[config.mk]
export PLATFORM = sky130hd
export DESIGN_NAME = pipeline_skid_reg
export DESIGN_NICKNAME = d
export VERILOG_FILES = /design/src/rtl/pipeline_pkg.sv /design/src/rtl/pipe_data_reg.sv /design/src/rtl/pipeline_skid_reg.sv
export SDC_FILE = /design/constraint.sdc
export NUM_CORES = 1
export LEC_CHECK = 0
export ABC_AREA = 1
export CAP_MARGIN = 15
export CORE_MARGIN = 2
export CORE_UTILIZATION = 30
export CTS_BUF_LIST = sky130_fd_sc_hd__clkbuf_8
export CTS_CLUSTER_DIAMETER = 200
export DETAILED_ROUTE_END_ITERATION = 10
export GPL_TIMING_DRIVEN = 0
export MAX_ROUTING_LAYER = met4
export PLACE_DENSITY_LB_ADDON = 0.1
export SYNTH_ARGS = -nofsm -noshare
export SYNTH_HDL_FRONTEND = slang
export SYNTH_SLANG_ARGS = --single-unit
[constraint.sdc]
create_clock -name clk -period 5.95 [get_ports clk]
set_clock_uncertainty 0.15 [all_clocks]
set_input_delay 1.19 -clock clk [delete_from_list [all_inputs] [get_ports clk]]
set_output_delay 1.19 -clock clk [all_outputs]
set_load 0.01 [all_outputs]
[src/rtl/pipeline_pkg.sv]
// Shared definitions for the MIPS inter-stage pipeline registers:
// state encodings, the default NOP bubble and the occupancy decode.
package pipeline_pkg;

    localparam logic [1:0] ST_EMPTY = 2'd0;
    localparam logic [1:0] ST_ONE   = 2'd1;
    localparam logic [1:0] ST_FULL  = 2'd2;

    localparam logic [31:0] DEFAULT_BUBBLE = 32'h0000_0000;

    // 2'd3 is unreachable and reports as empty so out_valid and occupancy agree
    function automatic logic [1:0] state_occupancy(input logic [1:0] st);
        case (st)
            ST_ONE:  return 2'd1;
            ST_FULL: return 2'd2;
            default: return 2'd0;
        endcase
    endfunction

endpackage

[src/rtl/pipe_data_reg.sv]
// Falling-edge N-bit payload register with load, clear-to-bubble and sync reset.
// Reset and clear both return the register to the bubble value.
module pipe_data_reg
    import pipeline_pkg::*;
#(
    parameter int             N      = 32,
    parameter logic [N-1:0]   BUBBLE = N'(DEFAULT_BUBBLE)
) (
    input  logic         clk,
    input  logic         reset,
    input  logic         load,
    input  logic         clear,
    input  logic [N-1:0] d,
    output logic [N-1:0] q
);

    logic [N-1:0] data_d;
    logic [N-1:0] data_q;

    always_comb begin
        data_d = data_q;
        if (clear) begin
            data_d = BUBBLE;
        end else if (load) begin
            data_d = d;
        end
    end

    always_ff @(negedge clk) begin
        if (reset) begin
            data_q <= BUBBLE;
        end else begin
            data_q <= data_d;
        end
    end

    assign q = data_q;

endmodule

[src/rtl/pipeline_skid_reg.sv]
// Inter-stage pipeline register with valid/ready handshake, flush and an
// optional 2-entry skid buffer (main register M, skid register S).
//
// state    | meaning
// ---------+-------------------------------------------------------------
// EMPTY    | nothing held, out_valid=0, M and S hold the bubble
// ONE      | M holds the head entry, S is empty
// FULL     | M holds the head, S holds the next entry, in_ready=0
module pipeline_skid_reg
    import pipeline_pkg::*;
#(
    parameter int             N      = 32,
    parameter logic [N-1:0]   BUBBLE = N'(DEFAULT_BUBBLE),
    parameter bit             SKID   = 1'b1
) (
    input  logic         clk,
    input  logic         reset,
    input  logic         flush,
    input  logic         in_valid,
    output logic         in_ready,
    input  logic [N-1:0] in_data,
    output logic         out_valid,
    input  logic         out_ready,
    output logic [N-1:0] out_data,
    output logic [1:0]   occupancy
);

    logic [1:0]   state_d;
    logic [1:0]   state_q;
    logic         accept;
    logic         drain;
    logic         m_load;
    logic         m_clear;
    logic         m_from_s;
    logic         s_load;
    logic         s_clear;
    logic [N-1:0] m_in;
    logic [N-1:0] m_q;
    logic [N-1:0] s_q;

    assign out_valid = (state_q == ST_ONE) || (state_q == ST_FULL);
    assign out_data  = out_valid ? m_q : BUBBLE;
    assign occupancy = state_occupancy(state_q);
    assign accept    = in_valid && in_ready;
    assign drain     = out_valid && out_ready;
    assign m_in      = m_from_s ? s_q : in_data;

    generate
        if (SKID) begin : g_skid
            // Decoded from the state flop only, so out_ready never reaches in_ready
            assign in_ready = !flush && ((state_q == ST_EMPTY) || (state_q == ST_ONE));

            pipe_data_reg #(.N(N), .BUBBLE(BUBBLE)) u_s_reg (
                .clk   (clk),
                .reset (reset),
                .load  (s_load),
                .clear (s_clear),
                .d     (in_data),
                .q     (s_q)
            );
        end else begin : g_noskid
            assign in_ready = !flush && (out_ready || !out_valid);
            assign s_q      = BUBBLE;
        end
    endgenerate

    pipe_data_reg #(.N(N), .BUBBLE(BUBBLE)) u_m_reg (
        .clk   (clk),
        .reset (reset),
        .load  (m_load),
        .clear (m_clear),
        .d     (m_in),
        .q     (m_q)
    );

    always_comb begin
        state_d  = state_q;
        m_load   = 1'b0;
        m_clear  = 1'b0;
        m_from_s = 1'b0;
        s_load   = 1'b0;
        s_clear  = 1'b0;
        if (flush) begin
            state_d = ST_EMPTY;
            m_clear = 1'b1;
            s_clear = 1'b1;
        end else begin
            case (state_q)
                ST_EMPTY: begin
                    if (accept) begin
                        state_d = ST_ONE;
                        m_load  = 1'b1;
                    end
                end
                ST_ONE: begin
                    if (accept && drain) begin
                        m_load = 1'b1;
                    end else if (accept) begin
                        state_d = ST_FULL;
                        s_load  = 1'b1;
                    end else if (drain) begin
                        state_d = ST_EMPTY;
                        m_clear = 1'b1;
                    end
                end
                ST_FULL: begin
                    if (drain) begin
                        state_d  = ST_ONE;
                        m_load   = 1'b1;
                        m_from_s = 1'b1;
                        s_clear  = 1'b1;
                    end
                end
                default: begin
                    state_d = ST_EMPTY;
                    m_clear = 1'b1;
                    s_clear = 1'b1;
                end
            endcase
        end
    end

    always_ff @(negedge clk) begin
        if (reset) begin
            state_q <= ST_EMPTY;
        end else begin
            state_q <= state_d;
        end
    end

endmodule
[Word level (Yosys, flattened, before mapping)]
Index checks and enable logic that the tools add are counted.
Cells by class
  reductions and logical operators: 14
  multiplexer cells: 25
  eq/ne operators: 6
Operators with widths (number)
  $mux 32: 2
  $mux 1: 13
  $mux 2: 5
  $reduce_or 2->1: 5
  $ne 2x2->1 const B: 3
  $pmux 2 s3: 1
  $logic_and 1x1->1: 4
  $pmux 1 s2: 2
  $pmux 2 s2: 1
  $reduce_and 4->1: 1
  $ne 3x3->1 const B: 1
  $pmux 1 s3: 1
  $eq 2x1->1 const B: 1
  $eq 2x2->1 const B: 1
  $logic_not 2->1: 1
  $logic_or 1x1->1: 2
  $logic_not 1->1: 1
Storage, ports and cells
  logic and storage cells: 48
  output and inout bits: 36
  bits of input ports: 37
  bits in registers: 66

[Depth between registers and ports, before layout]
Gate-level depths: netlist of run 1.
  depth after elaboration: 9
  depth in mapped cells: 11

[Hierarchy]
A second synthesis of run 1 with hierarchy kept.
Second synthesis, totals
  cell total of the unflattened synthesis: 565
  area, all modules: 3804.9 µm²
By module, submodules not included
  pipe_data_reg: instances 2, cells each 204, area an instance 1360.1 µm², sequential area each 640.6 µm²
  pipeline_skid_reg: instances 1, cells each 157, area an instance 1084.8 µm², sequential area each 40.0 µm²

==> results.sh, run 1 <==
export IMPL_status="finished, final reports clean"
export IMPL_yosys_register_bits=66
export IMPL_htreeDepth=3
export IMPL_finish_utilization=0.437
export IMPL_wl_per_cell_um=11.6
export IMPL_chipWidth_um=115
export IMPL_drt_wl_total_mm=10.2
export IMPL_clock_sinks=66
export IMPL_synth_top_area_share=0.359
export IMPL_synth_area_top_cells="dfxtp_1 36%, nand2_1 11%, inv_1 10%"
export IMPL_netlist_area_um2=3680
export IMPL_powerDensity_nw_per_um2=247
export IMPL_fin_ws_ns=0.0383
export IMPL_clk_pin_slew_ns=0.03
export IMPL_max_slew_margin=0.674
export IMPL_cp_num_buf_inv=5
export IMPL_cts_root_buf="clkbuf_8"
export IMPL_syn_area_per_cell_um2=6.50
export IMPL_pre_cts_slack_ns=-0.673
export IMPL_synthesis_nets=610
export IMPL_cpPeakStageDelay_ns=0.36
export IMPL_detailed_place_hpwl_mm=7.35
export IMPL_worst_pin_slew_ns=0.488
export IMPL_via_count=3844
export IMPL_clk_latency_ns=0.39
export IMPL_grt_use_total=0.166
export IMPL_port_buffers=72
export IMPL_coreArea_um2=12000
export IMPL_grt_pass1_vias=3765
export IMPL_ys_async_sr_fraction=0
export IMPL_worstPathArrival_ns=4.57
export IMPL_ys_seq_area_frac=0.359
export IMPL_setup_violations=0
export IMPL_drc=0
export IMPL_rows=40
export IMPL_grt_pass1_wl_mm=16.8
export IMPL_min_path_cells=2
export IMPL_antenna_found_initial=0
export IMPL_grt_start_max_net_pins=11
export IMPL_dp_cells=785
export IMPL_gp_congestion=0.808
export IMPL_routed_via_density=4.39
export IMPL_synth_edf_count=0
export IMPL_cp_end_kind="primary output"
export IMPL_start_util=0.306
export IMPL_ys_flop_type="dfxtp_1"
export IMPL_num_nets_final=768
export IMPL_cp_cell_sequence="inv_6 > ha_4 > buf_12 > clkbuf_16 > nand2_2 > inv_2 > buf_6"
export IMPL_layout_common_cells="155 x inv_1, 100 x nor2_1, 90 x nand2_1"
export IMPL_design_power_total_w=0.00130
export IMPL_ant_nets=0
export IMPL_syn_inst=566
export IMPL_cts_tree="built"
export IMPL_path_delay_family="buffers and inverters"
export IMPL_cpMaxStageDelayCell="dfxtp_4"
export IMPL_ir_drop_mv=0.0951
export IMPL_hp_class="reg -> reg"
export IMPL_numCtsBuffers=9
export IMPL_slew_violations=0
export IMPL_timing_critical_path_depth=7
export IMPL_ff2ff_path_depth=12
export IMPL_yosys_area_top_type="dfxtp_1"
export IMPL_p_leak_nw=2.75
export IMPL_die_h_um=115
export IMPL_final_common_cell="inv_1"
export IMPL_drv_cap=0
export IMPL_layoutNonFillerInstCount=875
export IMPL_drt_iter0_markers=120
export IMPL_crit_type="reg -> out"
export IMPL_cp_max_fo=7
export IMPL_dr_pass1_iters=6
export IMPL_rsz0062_at_grt="yes"
export IMPL_grt_ovfl_total=0
export IMPL_dieArea_um2=13200
export IMPL_worst_setup_path_start_kind="flop"
export IMPL_io_pin_count=73
export IMPL_n_antenna_cell=0
export IMPL_cts_buffer_depth=2
export IMPL_worstPathRequired_ns=4.61
export IMPL_synth_warning_count=0
export IMPL_synth_cell_types=27
export IMPL_hold_viol_final=0
export IMPL_area_delta_synth_final_pct=42.8
export IMPL_drive_gt1_frac=0.190
where the power goes:
group	internal (W)	total (W)	switching (W)
sequential	0.000455	0.000460	0.00000590
combinational	0.000107	0.000229	0.000122
clock	0.000331	0.000610	0.000279
flip-flops by register name, indices dropped and copies added, names as in the netlist:
| signal | count |
|---|---|
| u_m_reg.q | 32 |
| g_skid.u_s_reg.q | 32 |
| state_q | 2 |
kinds of logic after synthesis:
kind of cell	after synthesis	share of synthesized area
AOI/OAI and AO/OA	102	0.148
adders and majority gates	7	0.0238
buffers and inverters	140	0.175
DFF	66	0.359
and+or+nand+nor	251	0.294
final timing paths:
kind	startpoint	end	slack [ns]
worst max-delay path	state_q[0]	out_data[21]	0.04
worst min-delay path	g_skid.u_s_reg.q[4]	g_skid.u_s_reg.q[4]	0.32
worst max register to register	state_q[0]	u_m_reg.q[17]	3.86
worst min register to register	g_skid.u_s_reg.q[4]	g_skid.u_s_reg.q[4]	0.32
area by class of cell:
cell class                 instances  area, µm²
buffer                            33        298
clock buffer                       9        124
clock inverter                    72        352
fill                            1339       6760
inverter                         105        407
multi-input combinational        360       1800
sequential                        66       1330
tap                              147        184
timing repair buffer              83        761
cell usage after synthesis (3+ instances only):
library cell    n
nand2_1       106
inv_1         102
nor2_1        100
a21oi_1        66
dfxtp_1        66
nand3_1        33
o21ai_0        22
buf_2          11
o21ai_1        11
clkbuf_1        8
ha_1            7
buf_4           5
buf_6           5
buf_8           4
nand3_4         4
inv_2           3
nand2_2         3
worst reg2reg max path: stages, from the launching register on:
cell and delay [ns]:
dfxtp_4 0.36, inv_6 0.04, ha_4 0.27, buf_12 0.15, buf_8 0.12, nand2_2 0.09, inv_4 0.13, nand3_4 0.11
nand2_8 0.14, buf_8 0.14, nand3_1 0.13, nand2_1 0.11, nor2_1 0.04
metrics by stage:
step	hold slack, ns	TNS [ns]	area, µm²
floorplan	0.297	0	3680
global placement	0.309	-17.60	4580
detailed placement	0.315	-18.74	4580
CTS	0.320	-0.207	5110
global route	0.340	-0.115	5250
finish	0.320	0	5250
repair_timing:
item                                    in CTS  in global routing
pin swaps                                    3                  1
gates cloned                                 2                  1
hold buffers                                 0                  0
buffers inserted                             6                  3
endpoints found under the setup margin      35                 32
gates resized for setup                    164                 48
routing by layer:
metal | vias up | routed length [µm] | track usage
li1 | 2033 | - | -
met5 | - | 0 | -
met2 | 95 | 4970 | 0.267
met1 | 1701 | 4520 | 0.178
met4 | 0 | 161 | 0.0811
met3 | 15 | 503 | 0.0654
(Power assumes the default switching activity.)
==> run 2: changes to the inputs <==
- DONT_BUFFER_PORTS: default -> 1
- MAX_ROUTING_LAYER: met4 -> default
==> run 2 against run 1 <==
Against the previous run: clock power is 6.4% lower; combinational power fell by 25%; setup slack improved by 0.022 ns; largest power group unchanged; clock-buffer cell count unchanged; non-clock buffer count shrank 80; sequential power about the same; cell count down 9.3%; critical path depth down 1; core utilization down 7.0 points; sequential cell count is the same; first-iteration DRC count grew 57%.
==> results.sh, run 2 (same netlist as run 1, synthesis figures left out) <==
export IMPL_coreArea_um2=12000
export IMPL_timing_hold_ws_ns=0.322
export IMPL_drc=0
export IMPL_grt_pass1_wl_mm=16.6
export IMPL_numCtsBuffers=9
export IMPL_cp_max_fo=10
export IMPL_clk_latency_ns=0.39
export IMPL_setup_violations=0
export IMPL_p_leak_nw=2.25
export IMPL_via_count=3540
export IMPL_dr_pass1_iters=4
export IMPL_htreeDepth=3
export IMPL_dieArea_um2=13200
export IMPL_drive_gt1_frac=0.128
export IMPL_num_nets_final=688
export IMPL_fillers=1356
export IMPL_detailed_place_hpwl_mm=7.28
export IMPL_clk_pin_slew_ns=0.03
export IMPL_slew_violations=0
export IMPL_ir_drop_mv=0.0921
export IMPL_worstPathRequired_ns=4.61
export IMPL_worst_pin_slew_ns=0.508
export IMPL_max_slew_margin=0.661
export IMPL_pre_cts_slack_ns=-0.294
export IMPL_routed_via_density=4.46
export IMPL_grt_ovfl_total=0
export IMPL_io_pin_count=73
export IMPL_r2r_setup_slack_ns=3.84
export IMPL_area_delta_synth_final_pct=19.9
export IMPL_drt_iter0_markers=188
export IMPL_cp_end_kind="primary output"
export IMPL_hold_viol_final=0
export IMPL_antenna_found_initial=0
export IMPL_powerDensity_nw_per_um2=272
export IMPL_gp_congestion=0.777
export IMPL_cts_root_buf="clkbuf_8"
export IMPL_n_antenna_cell=0
export IMPL_chipWidth_um=115
export IMPL_clock_sinks=66
export IMPL_cts_tree="built"
export IMPL_crit_type="reg -> out"
export IMPL_drv_cap=0
export IMPL_layout_common_cells="152 x inv_1, 105 x nand2_1, 100 x nor2_1"
export IMPL_grt_start_max_net_pins=11
export IMPL_grt_pass1_vias=3586
export IMPL_worst_setup_path_start_kind="flop"
export IMPL_rows=40
export IMPL_fin_ws_ns=0.0604
export IMPL_finish_utilization=0.367
export IMPL_worstPathArrival_ns=4.55
export IMPL_cts_hold_buf=0
export IMPL_final_common_cell="inv_1"
export IMPL_start_util=0.306
export IMPL_drt_wl_total_mm=9.96
export IMPL_rsz0062_at_grt="yes"
export IMPL_grt_use_total=0.162
export IMPL_wl_per_cell_um=12.5
export IMPL_hp_class="reg -> reg"
export IMPL_cts_buffer_depth=2
export IMPL_port_buffers=0
export IMPL_ant_nets=0
export IMPL_status="finished, final reports clean"
export IMPL_die_h_um=115
[run 2: changes by cell type in the layout (fill, tap and decap cells not counted), sizes merged]
cell           delta
buf              -41
clkdlybuf4s50    -37
dlygate4sd2       -2
bufinv            -1
clkbuf            +1
dlymetal6s2s      -1
[run 2: where the power goes]
group	internal (W)	leakage (nW)	total, W	switching, W
logic	0.0000700	1.26	0.000172	0.000102
registers	0.000454	0.534	0.000459	0.00000500
clock network	0.000287	0.449	0.000571	0.000283
[run 2: final cells by class]
type / count / area (µm²) / area share
multi-input cells: 360 / 1730 / 0.392
flip-flops and latches: 66 / 1330 / 0.301
inverters: 105 / 397 / 0.0899
clock inverters: 71 / 324 / 0.0735
plain buffers: 34 / 312 / 0.0706
well taps: 147 / 184 / 0.0417
clock buffers: 9 / 124 / 0.0281
repair buffers: 2 / 15.0 / 0.00340
[run 2: worst paths after layout]
kind | startpoint | to | cells past startpoint
setup / recovery | state_q[0] | out_data[24] | 6
hold reg to reg | u_m_reg.q[14] | u_m_reg.q[14] | 2
hold / removal | u_m_reg.q[14] | u_m_reg.q[14] | 2
setup reg to reg | state_q[0] | g_skid.u_s_reg.q[8] | 11
[run 2: stage by stage]
step                power (W)  instances  setup TNS, ns  area, µm²
CTS                   0.00123        792              0       4390
finish                0.00120        794              0       4410
detailed placement   0.000689        713          -5.73       3860
global route          0.00131        794       -0.00140       4410
floorplan            0.000655        566              0       3680
global placement     0.000689        713          -4.66       3860
[run 2: repair_timing]
action	in CTS	in global routing
setup buffers	0	2
resized for setup	27	9
setup endpoints to repair	32	17
[run 2: metal layers]
layer	GRT usage	wire (µm)	vias to the layer above
li1	-	-	1874
met1	0.183	4450	1555
met2	0.253	4620	89
met3	0.0733	629	22
met4	0.0940	257	0
met5	0	0	-
[run 2: worst max-delay path, stage by stage (launching register included)]
cell,delay [ns]
dfxtp_4,0.36
inv_2,0.07
ha_4,0.30
buf_12,0.13
clkbuf_16,0.15
nand2_1,0.10
inv_2,0.08
==> run 3: changes to the inputs <==
- CORE_MARGIN: 2 -> default
- SLEW_MARGIN: default -> 20
==> run 3 against run 2 <==
Against the previous run: the run now ends with design-rule violations left; total power is 2.9% lower; via count is 1.9% higher; combinational power is 6% higher.
==> results.sh, run 3 (same netlist as run 1, synthesis figures left out) <==
export IMPL_cts_hold_buf=0
export IMPL_cp_end_kind="primary output"
export IMPL_status="complete, but fails checks"
export IMPL_worstPathArrival_ns=4.52
export IMPL_coreArea_um2=12000
export IMPL_clk_latency_ns=0.40
export IMPL_start_util=0.308
export IMPL_port_buffers=0
export IMPL_drv_cap=0
export IMPL_rows=40
export IMPL_violations="design-rule violations"
export IMPL_powerDensity_nw_per_um2=263
export IMPL_worst_setup_path_start_kind="flop"
export IMPL_ant_nets=0
export IMPL_drc=2
export IMPL_layout_common_cells="154 x inv_1, 104 x nand2_1, 100 x nor2_1"
export IMPL_die_h_um=113
export IMPL_drt_iter0_markers=100
export IMPL_setup_tns_ns=0
export IMPL_area_delta_synth_final_pct=20.7
export IMPL_timing_hold_ws_ns=0.325
export IMPL_via_count=3607
export IMPL_design_power_total_w=0.00117
export IMPL_cts_tree="built"
export IMPL_grt_ovfl_total=0
export IMPL_drive_gt1_frac=0.136
export IMPL_dieArea_um2=12700
export IMPL_gp_congestion=0.791
export IMPL_clock_sinks=66
export IMPL_setup_violations=0
export IMPL_cts_buffer_depth=2
export IMPL_numCtsBuffers=9
export IMPL_wl_per_cell_um=12.4
export IMPL_io_pin_count=73
export IMPL_final_common_cell="inv_1"
export IMPL_worst_pin_slew_ns=0.584
export IMPL_grt_pass1_wl_mm=15.9
export IMPL_max_slew_margin=0.610
export IMPL_cp_max_fo=7
export IMPL_routed_via_density=4.50
export IMPL_grt_use_total=0.162
export IMPL_hp_class="reg -> reg"
export IMPL_finish_utilization=0.371
export IMPL_worstPathRequired_ns=4.61
export IMPL_num_nets_final=693
export IMPL_slew_violations=0
export IMPL_ir_drop_mv=0.136
export IMPL_dr_pass1_iters=7
export IMPL_grt_pass1_vias=3533
export IMPL_chipWidth_um=113
export IMPL_p_leak_nw=2.27
export IMPL_cts_root_buf="clkbuf_8"
export IMPL_grt_start_max_net_pins=11
export IMPL_htreeDepth=3
export IMPL_detailed_place_hpwl_mm=7.08
export IMPL_clk_pin_slew_ns=0.03
export IMPL_pre_cts_slack_ns=-0.244
export IMPL_crit_type="reg -> out"
export IMPL_antenna_found_initial=0
export IMPL_n_antenna_cell=0
export IMPL_hold_viol_final=0
export IMPL_drt_wl_total_mm=9.94
export IMPL_fin_ws_ns=0.0918
[run 3: where the power goes]
group / total (W) / switching [W] / internal (W)
Sequential: 0.000459 / 0.00000481 / 0.000455
Combinational: 0.000182 / 0.000107 / 0.0000755
Clock: 0.000526 / 0.000281 / 0.000245
Total: 0.00117 / 0.000392 / 0.000775
[run 3: area by class of cell]
| type | count | area (µm²) |
|---|---|---|
| well taps | 147 | 184 |
| plain buffers | 34 | 313 |
| repair buffers | 7 | 60.1 |
| fillers | 1398 | 7520 |
| clock buffers | 9 | 124 |
| inverters | 105 | 397 |
| flip-flops and latches | 66 | 1330 |
| clock inverters | 73 | 305 |
| multi-input cells | 360 | 1730 |
[run 3: through the flow]
stage	instance area (µm²)	cells
global route	4440	801
CTS	4370	794
floorplan	3680	566
detailed placement	3860	713
finish	4440	801
global placement	3860	713
[run 3: critical path: stages, from the launching register on]
cell	delay, ns
dfxtp_4	0.35
inv_2	0.06
ha_4	0.30
buf_12	0.14
clkbuf_16	0.14
nand2_1	0.05
inv_1	0.09
[run 3: path summary, 6_finish.rpt]
path,startpoint,to,slack [ns],depth (start not counted)
min reg2reg,u_m_reg.q[31],u_m_reg.q[31],0.33,2
max reg2reg,state_q[1],g_skid.u_s_reg.q[21],3.83,11
min,u_m_reg.q[31],u_m_reg.q[31],0.33,2
max,state_q[0],out_data[6],0.09,6
[run 3: layer usage]
| layer | global-route usage | part of all wire | vias to the layer above |
|---|---|---|---|
| li1 | - | - | 1882 |
| met1 | 0.184 | 0.44 | 1637 |
| met2 | 0.246 | 0.47 | 78 |
| met3 | 0.0905 | 0.080 | 10 |
| met4 | 0.0818 | 0.0098 | 0 |
| met5 | 0 | 0 | - |
[run 3: repair_timing]
item | CTS | global route
pin swaps | 0 | 1
setup endpoints to repair | 32 | 30
gates resized for setup | 22 | 17
gates cloned | 0 | 2
buffers inserted | 0 | 5
